===== config.mk =====
export PLATFORM = sky130hd
export DESIGN_NAME = matrix_frame_seq
export DESIGN_NICKNAME = d
export VERILOG_FILES = /design/src/rtl/matrix_pkg.sv /design/src/rtl/matrix_fb.sv /design/src/rtl/matrix_frame_seq.sv
export SDC_FILE = /design/constraint.sdc
export NUM_CORES = 1
export LEC_CHECK = 0
export BUFFER_PORTS_ARGS = -buffer_cell sky130_fd_sc_hd__buf_2
export CORE_AREA = 2 2 104 106
export DETAILED_ROUTE_END_ITERATION = 7
export DIE_AREA = 0 0 106 108
export PLACE_DENSITY_LB_ADDON = 0.08
export SYNTH_ARGS = -nofsm -noshare
export SYNTH_HDL_FRONTEND = slang
export SYNTH_SLANG_ARGS = --single-unit
export TNS_END_PERCENT = 50

===== constraint.sdc =====
create_clock -name clk_in -period 2.1 [get_ports clk_in]
set_input_delay 0 -clock clk_in [delete_from_list [all_inputs] [get_ports clk_in]]
set_output_delay 0 -clock clk_in [all_outputs]
set_load 0.02 [all_outputs]

===== src/rtl/matrix_pkg.sv =====
// Shared definitions for the 8x8 LED matrix frame sequencer.
// Holds register addresses, the fixed initialisation words, the sequencer
// state type and a helper that maps an init index to its command word.
// Optional feature macro: MATRIX_INTENSITY_EN (adds a fifth intensity word).
package matrix_pkg;

    localparam logic [7:0] AddrDecodeMode  = 8'h09;
    localparam logic [7:0] AddrIntensity   = 8'h0A;
    localparam logic [7:0] AddrScanLimit   = 8'h0B;
    localparam logic [7:0] AddrShutdown    = 8'h0C;
    localparam logic [7:0] AddrDisplayTest = 8'h0F;

    localparam logic [15:0] InitShutdown    = {AddrShutdown, 8'h01};
    localparam logic [15:0] InitDisplayTest = {AddrDisplayTest, 8'h00};
    localparam logic [15:0] InitDecodeMode  = {AddrDecodeMode, 8'h00};
    localparam logic [15:0] InitScanLimit   = {AddrScanLimit, 8'h07};

    localparam int unsigned NumRows  = 8;
    localparam logic [3:0]  RowCount = 4'd8;

`ifdef MATRIX_INTENSITY_EN
    localparam logic [3:0] InitWords = 4'd5;
`else
    localparam logic [3:0] InitWords = 4'd4;
`endif

    typedef enum logic [1:0] {
        StInit,
        StRows,
        StWait
    } state_e;

    function automatic logic [15:0] init_word(input logic [2:0] idx,
                                              input logic [3:0] intensity);
        logic [15:0] w;
        case (idx)
            3'd0:    w = InitShutdown;
            3'd1:    w = InitDisplayTest;
            3'd2:    w = InitDecodeMode;
            3'd3:    w = InitScanLimit;
            3'd4:    w = {AddrIntensity, 4'h0, intensity};
            default: w = 16'h0000;
        endcase
        return w;
    endfunction

endpackage


===== src/rtl/matrix_fb.sv =====
// 8x8 pixel framebuffer: one byte per row, synchronous write, combinational
// read. Synchronous active-high reset clears every row.
// Ports: clk_i, rst_i, wr_en_i/wr_row_i/wr_data_i (write port),
//        rd_row_i -> rd_data_o (read port).
module matrix_fb
    import matrix_pkg::*;
(
    input  logic       clk_i,
    input  logic       rst_i,
    input  logic       wr_en_i,
    input  logic [2:0] wr_row_i,
    input  logic [7:0] wr_data_i,
    input  logic [2:0] rd_row_i,
    output logic [7:0] rd_data_o
);

    logic [7:0] rows_q [NumRows];

    always_ff @(posedge clk_i) begin
        if (rst_i) begin
            for (int i = 0; i < NumRows; i++) begin
                rows_q[i] <= 8'h00;
            end
        end else if (wr_en_i) begin
            rows_q[wr_row_i] <= wr_data_i;
        end
    end

    // A same-cycle write is not visible here until the next cycle.
    assign rd_data_o = rows_q[rd_row_i];

endmodule


===== src/rtl/matrix_frame_seq.sv =====
// Frame sequencer for an 8x8 LED matrix driver. After reset (or a start
// request) it emits the initialisation command words, then one word per row
// {row+1, pixels}, then idles REFRESH_CYCLES cycles (or less if the
// framebuffer was written) before resending the rows.
// Optional feature macro: MATRIX_INTENSITY_EN adds intensity_in and a fifth
// init word {0x0A, 0x0, intensity_in}.
// Ports:
//   clk_in, reset_in (sync, active high)
//   wr_en_in, wr_row_in, wr_data_in : framebuffer write port
//   start_in                        : request re-initialisation
//   word_out, word_valid_out, word_ready_in : valid/ready command stream
//   busy_out                        : in init or row phase
//   frame_done_out                  : pulse after the last row transfers
module matrix_frame_seq
    import matrix_pkg::*;
#(
    parameter int unsigned REFRESH_CYCLES = 16000
) (
    input  logic        clk_in,
    input  logic        reset_in,
    input  logic        wr_en_in,
    input  logic [2:0]  wr_row_in,
    input  logic [7:0]  wr_data_in,
    input  logic        start_in,
`ifdef MATRIX_INTENSITY_EN
    input  logic [3:0]  intensity_in,
`endif
    input  logic        word_ready_in,
    output logic [15:0] word_out,
    output logic        word_valid_out,
    output logic        busy_out,
    output logic        frame_done_out
);

    localparam logic [23:0] RefreshLoad = 24'(REFRESH_CYCLES - 1);

    state_e      state_q, state_d;
    logic [3:0]  idx_q, idx_d;       // index of the next word to present
    logic [23:0] cnt_q, cnt_d;
    logic [15:0] word_q, word_d;
    logic        valid_q, valid_d;
    logic        done_q, done_d;
    logic        dirty_q, dirty_d;
    logic        pend_q, pend_d;

    logic        fire;
    logic        load_slot;
    logic        begin_rows;
    logic [2:0]  rd_row;
    logic [7:0]  fb_data;
    logic [7:0]  row_addr;
    logic [3:0]  intensity;

`ifdef MATRIX_INTENSITY_EN
    assign intensity = intensity_in;
`else
    assign intensity = 4'h0;
`endif

    matrix_fb u_fb (
        .clk_i     (clk_in),
        .rst_i     (reset_in),
        .wr_en_i   (wr_en_in),
        .wr_row_i  (wr_row_in),
        .wr_data_i (wr_data_in),
        .rd_row_i  (rd_row),
        .rd_data_o (fb_data)
    );

    // Outside the row phase the only row ever fetched is row 0.
    assign rd_row    = (state_q == StRows) ? idx_q[2:0] : 3'd0;
    assign row_addr  = {4'h0, idx_q} + 8'd1;
    assign fire      = valid_q & word_ready_in;
    assign load_slot = ~valid_q | fire;

    always_comb begin
        state_d    = state_q;
        idx_d      = idx_q;
        cnt_d      = cnt_q;
        word_d     = word_q;
        valid_d    = valid_q;
        done_d     = 1'b0;
        dirty_d    = dirty_q | wr_en_in;
        pend_d     = pend_q | start_in;
        begin_rows = 1'b0;

        if (fire) begin
            valid_d = 1'b0;
        end

        if (load_slot) begin
            if (start_in || pend_q) begin
                state_d = StInit;
                word_d  = init_word(3'd0, intensity);
                valid_d = 1'b1;
                idx_d   = 4'd1;
                pend_d  = 1'b0;
            end else begin
                unique case (state_q)
                    StInit: begin
                        if (idx_q < InitWords) begin
                            word_d  = init_word(idx_q[2:0], intensity);
                            valid_d = 1'b1;
                            idx_d   = idx_q + 4'd1;
                        end else begin
                            begin_rows = 1'b1;
                        end
                    end
                    StRows: begin
                        if (idx_q < RowCount) begin
                            word_d  = {row_addr, fb_data};
                            valid_d = 1'b1;
                            idx_d   = idx_q + 4'd1;
                        end else begin
                            state_d = StWait;
                            cnt_d   = RefreshLoad;
                            done_d  = 1'b1;
                        end
                    end
                    StWait: begin
                        if (dirty_q || cnt_q == 24'd0) begin
                            begin_rows = 1'b1;
                        end else begin
                            cnt_d = cnt_q - 24'd1;
                        end
                    end
                    default: state_d = StInit;
                endcase
            end
        end

        if (begin_rows) begin
            state_d = StRows;
            word_d  = {8'h01, fb_data};
            valid_d = 1'b1;
            idx_d   = 4'd1;
            // A write landing as rows begin must still trigger a resend.
            dirty_d = wr_en_in;
        end
    end

    always_ff @(posedge clk_in) begin
        if (reset_in) begin
            state_q <= StInit;
            idx_q   <= 4'd0;
            cnt_q   <= 24'd0;
            word_q  <= 16'h0000;
            valid_q <= 1'b0;
            done_q  <= 1'b0;
            dirty_q <= 1'b0;
            pend_q  <= 1'b0;
        end else begin
            state_q <= state_d;
            idx_q   <= idx_d;
            cnt_q   <= cnt_d;
            word_q  <= word_d;
            valid_q <= valid_d;
            done_q  <= done_d;
            dirty_q <= dirty_d;
            pend_q  <= pend_d;
        end
    end

    assign word_out       = word_q;
    assign word_valid_out = valid_q;
    assign busy_out       = (state_q == StInit) || (state_q == StRows);
    assign frame_done_out = done_q;

endmodule


==> results_dict.tcl <==
set metrics [dict create \
    reg2reg_slack_ps 10 \
    ir_drop_mv 0.407 \
    min_to "u_fb.rows_q[7][6]" \
    reg2reg_from "cnt_q[1]" \
    viasPerCell 5.77 \
    clk_transition_reported_paths_ps 110 \
    reg2reg_to "cnt_q[13]" \
    p_per_area_nw_per_um2 651 \
    pre_cts_ws_ps -101 \
    drt_iter0_markers 228 \
    finalWorstSetupSlack_ps 11.2 \
    antenna_found_initial 0 \
    min_from "wr_data_in[6]" \
    min_path_type "in -> reg" \
    synth_edf_count 64 \
    crit_required_ps 2370 \
    diodes 0 \
    synth_seq_area_share_pct 52.0 \
    place.gp.congestion 0.879 \
    tightestPinTransition_ps 504 \
    p_leak_nw 2.54 \
    post_route_cells_drive_above_1_share_pct 26.3 \
    regArea_um2 2870 \
    arrival_ps 2360 \
    htreeDepth 3 \
    core_um2 10200 \
    grt_pass1_wl_um 21500 \
    initial_utilization_pct 53.8 \
    outcome "finished clean" \
    vias 4279 \
    synth_ff_type "edfxtp_1" \
    die_x_um 106 \
    fill_cells 866 \
    grt_max_degree 33 \
    rsz0062_at_grt "true" \
    clockRootBuffer "clkbuf_8" \
    cts_sinks 111 \
    nNetsFinal 623 \
    crit_path_end_kind "flop" \
    dp.cells 714 \
    grt_util_met1_pct 30.6 \
    routed_wirelength_um 13300 \
    critPathMaxStageDelay_ps 350 \
    drv_cap 0 \
    numCtsBuffers 9 \
    grt.busiest_layer "met2" \
    drc_errors 0 \
    yosys.area.top_type_share_pct 34.9 \
    grt_pass1_vias 4252 \
    setup-tns-final_ps 0 \
    dp_hpwl_um 9410 \
    port-buffer-count 31 \
    max_slew_margin_pct 66.3 \
    synth_area_um2 5500 \
    first_pass_iters 4 \
    dieArea_um2 11400 \
    path_cells "inv_1 > ha_1 > nor4b_1 > buf_4 > a41o_2 > buf_4 > nor4_2 > xnor2_1 > a21oi_1" \
    slowest_stage "dfxtp_1" \
    met2_usage_pct 42.1 \
    worstPathMaxFanout 5 \
    dieHeight_um 108 \
    syn_to_final_growth_pct 19.1 \
    ys_types 60 \
    multiInputGateArea_um2 2600 \
    holdPathStages 2 \
    finalCriticalPeriod_ps 2090 \
    synth-seq-cells 111 \
    crit_top_cell "buf_4" \
    async_flop_share_pct 0 \
    synth_most_common_cell "and2_1" \
    cts_tree "built" \
    netlist.top_cell.by_area "edfxtp_1" \
    finClkSkew_ps 8.66 \
    std_cell_rows 37 \
    ant_nets 0 \
    final_cell_count_no_fill 741 \
    synth_area_leaders "edfxtp_1 35%, dfxtp_1 17%, and2_1 7.4%" \
    fin_crit_sh_pct 99.5 \
    slew_violations 0 \
    r2r_cells 9 \
    syn_inst 526 \
    path_class "reg -> reg" \
    wl_per_cell_um 17.9 \
    gr-total-overflow 0 \
    insertion_delay_ps 390 \
    synthTopCellsByCount "65 x and2_1, 64 x edfxtp_1, 47 x dfxtp_1, 47 x nor2_1, 35 x a21oi_1" \
    clk_path_buf_depth 2 \
    design_area_um2 6560 \
    grtUsageTotal_pct 24.5 \
    postPlaceCellArea_um2 6090 \
    fmax_mhz 479 \
    hold_viol 0 \
    ioPinCount 35 \
    setup_violations 0 \
    start_kind "flop" \
    synth_warnings 0 \
    gr-usage-met3_pct 4.76 \
    syn_avg_cell_area_um2 10.5 \
]
power breakdown:
part / switching (mW) / internal (mW)
Combinational: 0.210 / 0.138
Sequential: 0.0364 / 2.39
Clock: 0.792 / 0.701
kinds of logic after synthesis:
family,after synthesis,share of synthesized area (%)
simple gates,229,22.9
flops,111,52.0
compound gates,104,12.6
buf+inv,41,3.16
mux,21,5.66
xor+xnor,12,1.91
fa+ha+maj,7,1.59
other cells,1,0.0681
worst max path at each step:
stage | startpoint | end | cells past startpoint
global placement | cnt_q[2] | word_out[0] | 6
detailed placement | cnt_q[0] | word_out[7] | 9
global route | cnt_q[1] | cnt_q[13] | 9
floorplan | cnt_q[2] | word_out[12] | 7
CTS | cnt_q[2] | cnt_q[21] | 8
finish | cnt_q[1] | cnt_q[13] | 9
metrics by stage:
stage | hold slack, ps | util, % | power (mW)
after CTS | 5.94 | 62.9 | 4.28
after floorplan | 117 | - | 2.68
after global placement | 204 | 59.5 | 2.80
final | 17.1 | 64.1 | 4.27
after global routing | 14.6 | 64.1 | 4.41
after detailed placement | 210 | 59.5 | 2.81
flip-flops by register name, summed over array words and instances, names as in the netlist:
name,cells
idx_q,4
dirty_q,1
u_fb.rows_q,64
pend_q,1
word_valid_out,1
state_q,2
word_out,13
frame_done_out,1
cnt_q,24
per-layer routing:
| metal | wire length [µm] | up-vias |
|---|---|---|
| met4 | 359 | 0 |
| met2 | 6540 | 92 |
| met1 | 5940 | 2080 |
| met3 | 417 | 27 |
| met5 | 0 | - |
| li1 | - | 2080 |
cells in the final DEF (no fill, tap or decap), drive strengths merged, types with 3 or more instances in the layout:
master	instances
buf	87
and2	65
edfxtp	64
nor2	47
dfxtp	47
a21oi	36
nand2	23
o21ai	23
nor3	20
nand3	16
inv	13
mux2i	12
or3	11
or2	10
clkbuf	9
mux4	8
xor2	8
nand2b	7
ha	7
o2bb2ai	7
nor4	7
nand4	6
a211oi	5
o31ai	5
dlygate4sd3	5
or4	5
o22ai	4
a311oi	4
xnor2	4
nor2b	3
conb	3
nor4b	3
critical path, delay by kind of cell (launching register included):
| family | cells | cell delay, ps |
|---|---|---|
| adders and majority gates | 1 | 180 |
| xor gates and xnor gates | 1 | 170 |
| buffers and inverters | 3 | 400 |
| and+or+nand+nor | 2 | 460 |
| DFF | 1 | 350 |
| AOI/OAI and AO/OA | 2 | 410 |
what timing repair did:
item / 4_1_cts / 5_1_grt
setup endpoints to repair: 10 / 43
cloned: 0 / 1
hold endpoints to repair: 8 / 0
pin swaps: 7 / 14
hold buffers: 5 / 0
buffers inserted: 4 / 1
gates resized for setup: 13 / 23
area by class of cell:
cell class / instances / share of cell area [%]
Sequential cell: 111 / 43.7
Timing Repair Buffer: 92 / 9.87
Inverter: 10 / 0.573
Tap cell: 136 / 2.60
Clock buffer: 9 / 1.89
Multi-Input combinational cell: 376 / 39.7
Clock inverter: 7 / 1.68
Power figures use the tool's default switching activity.
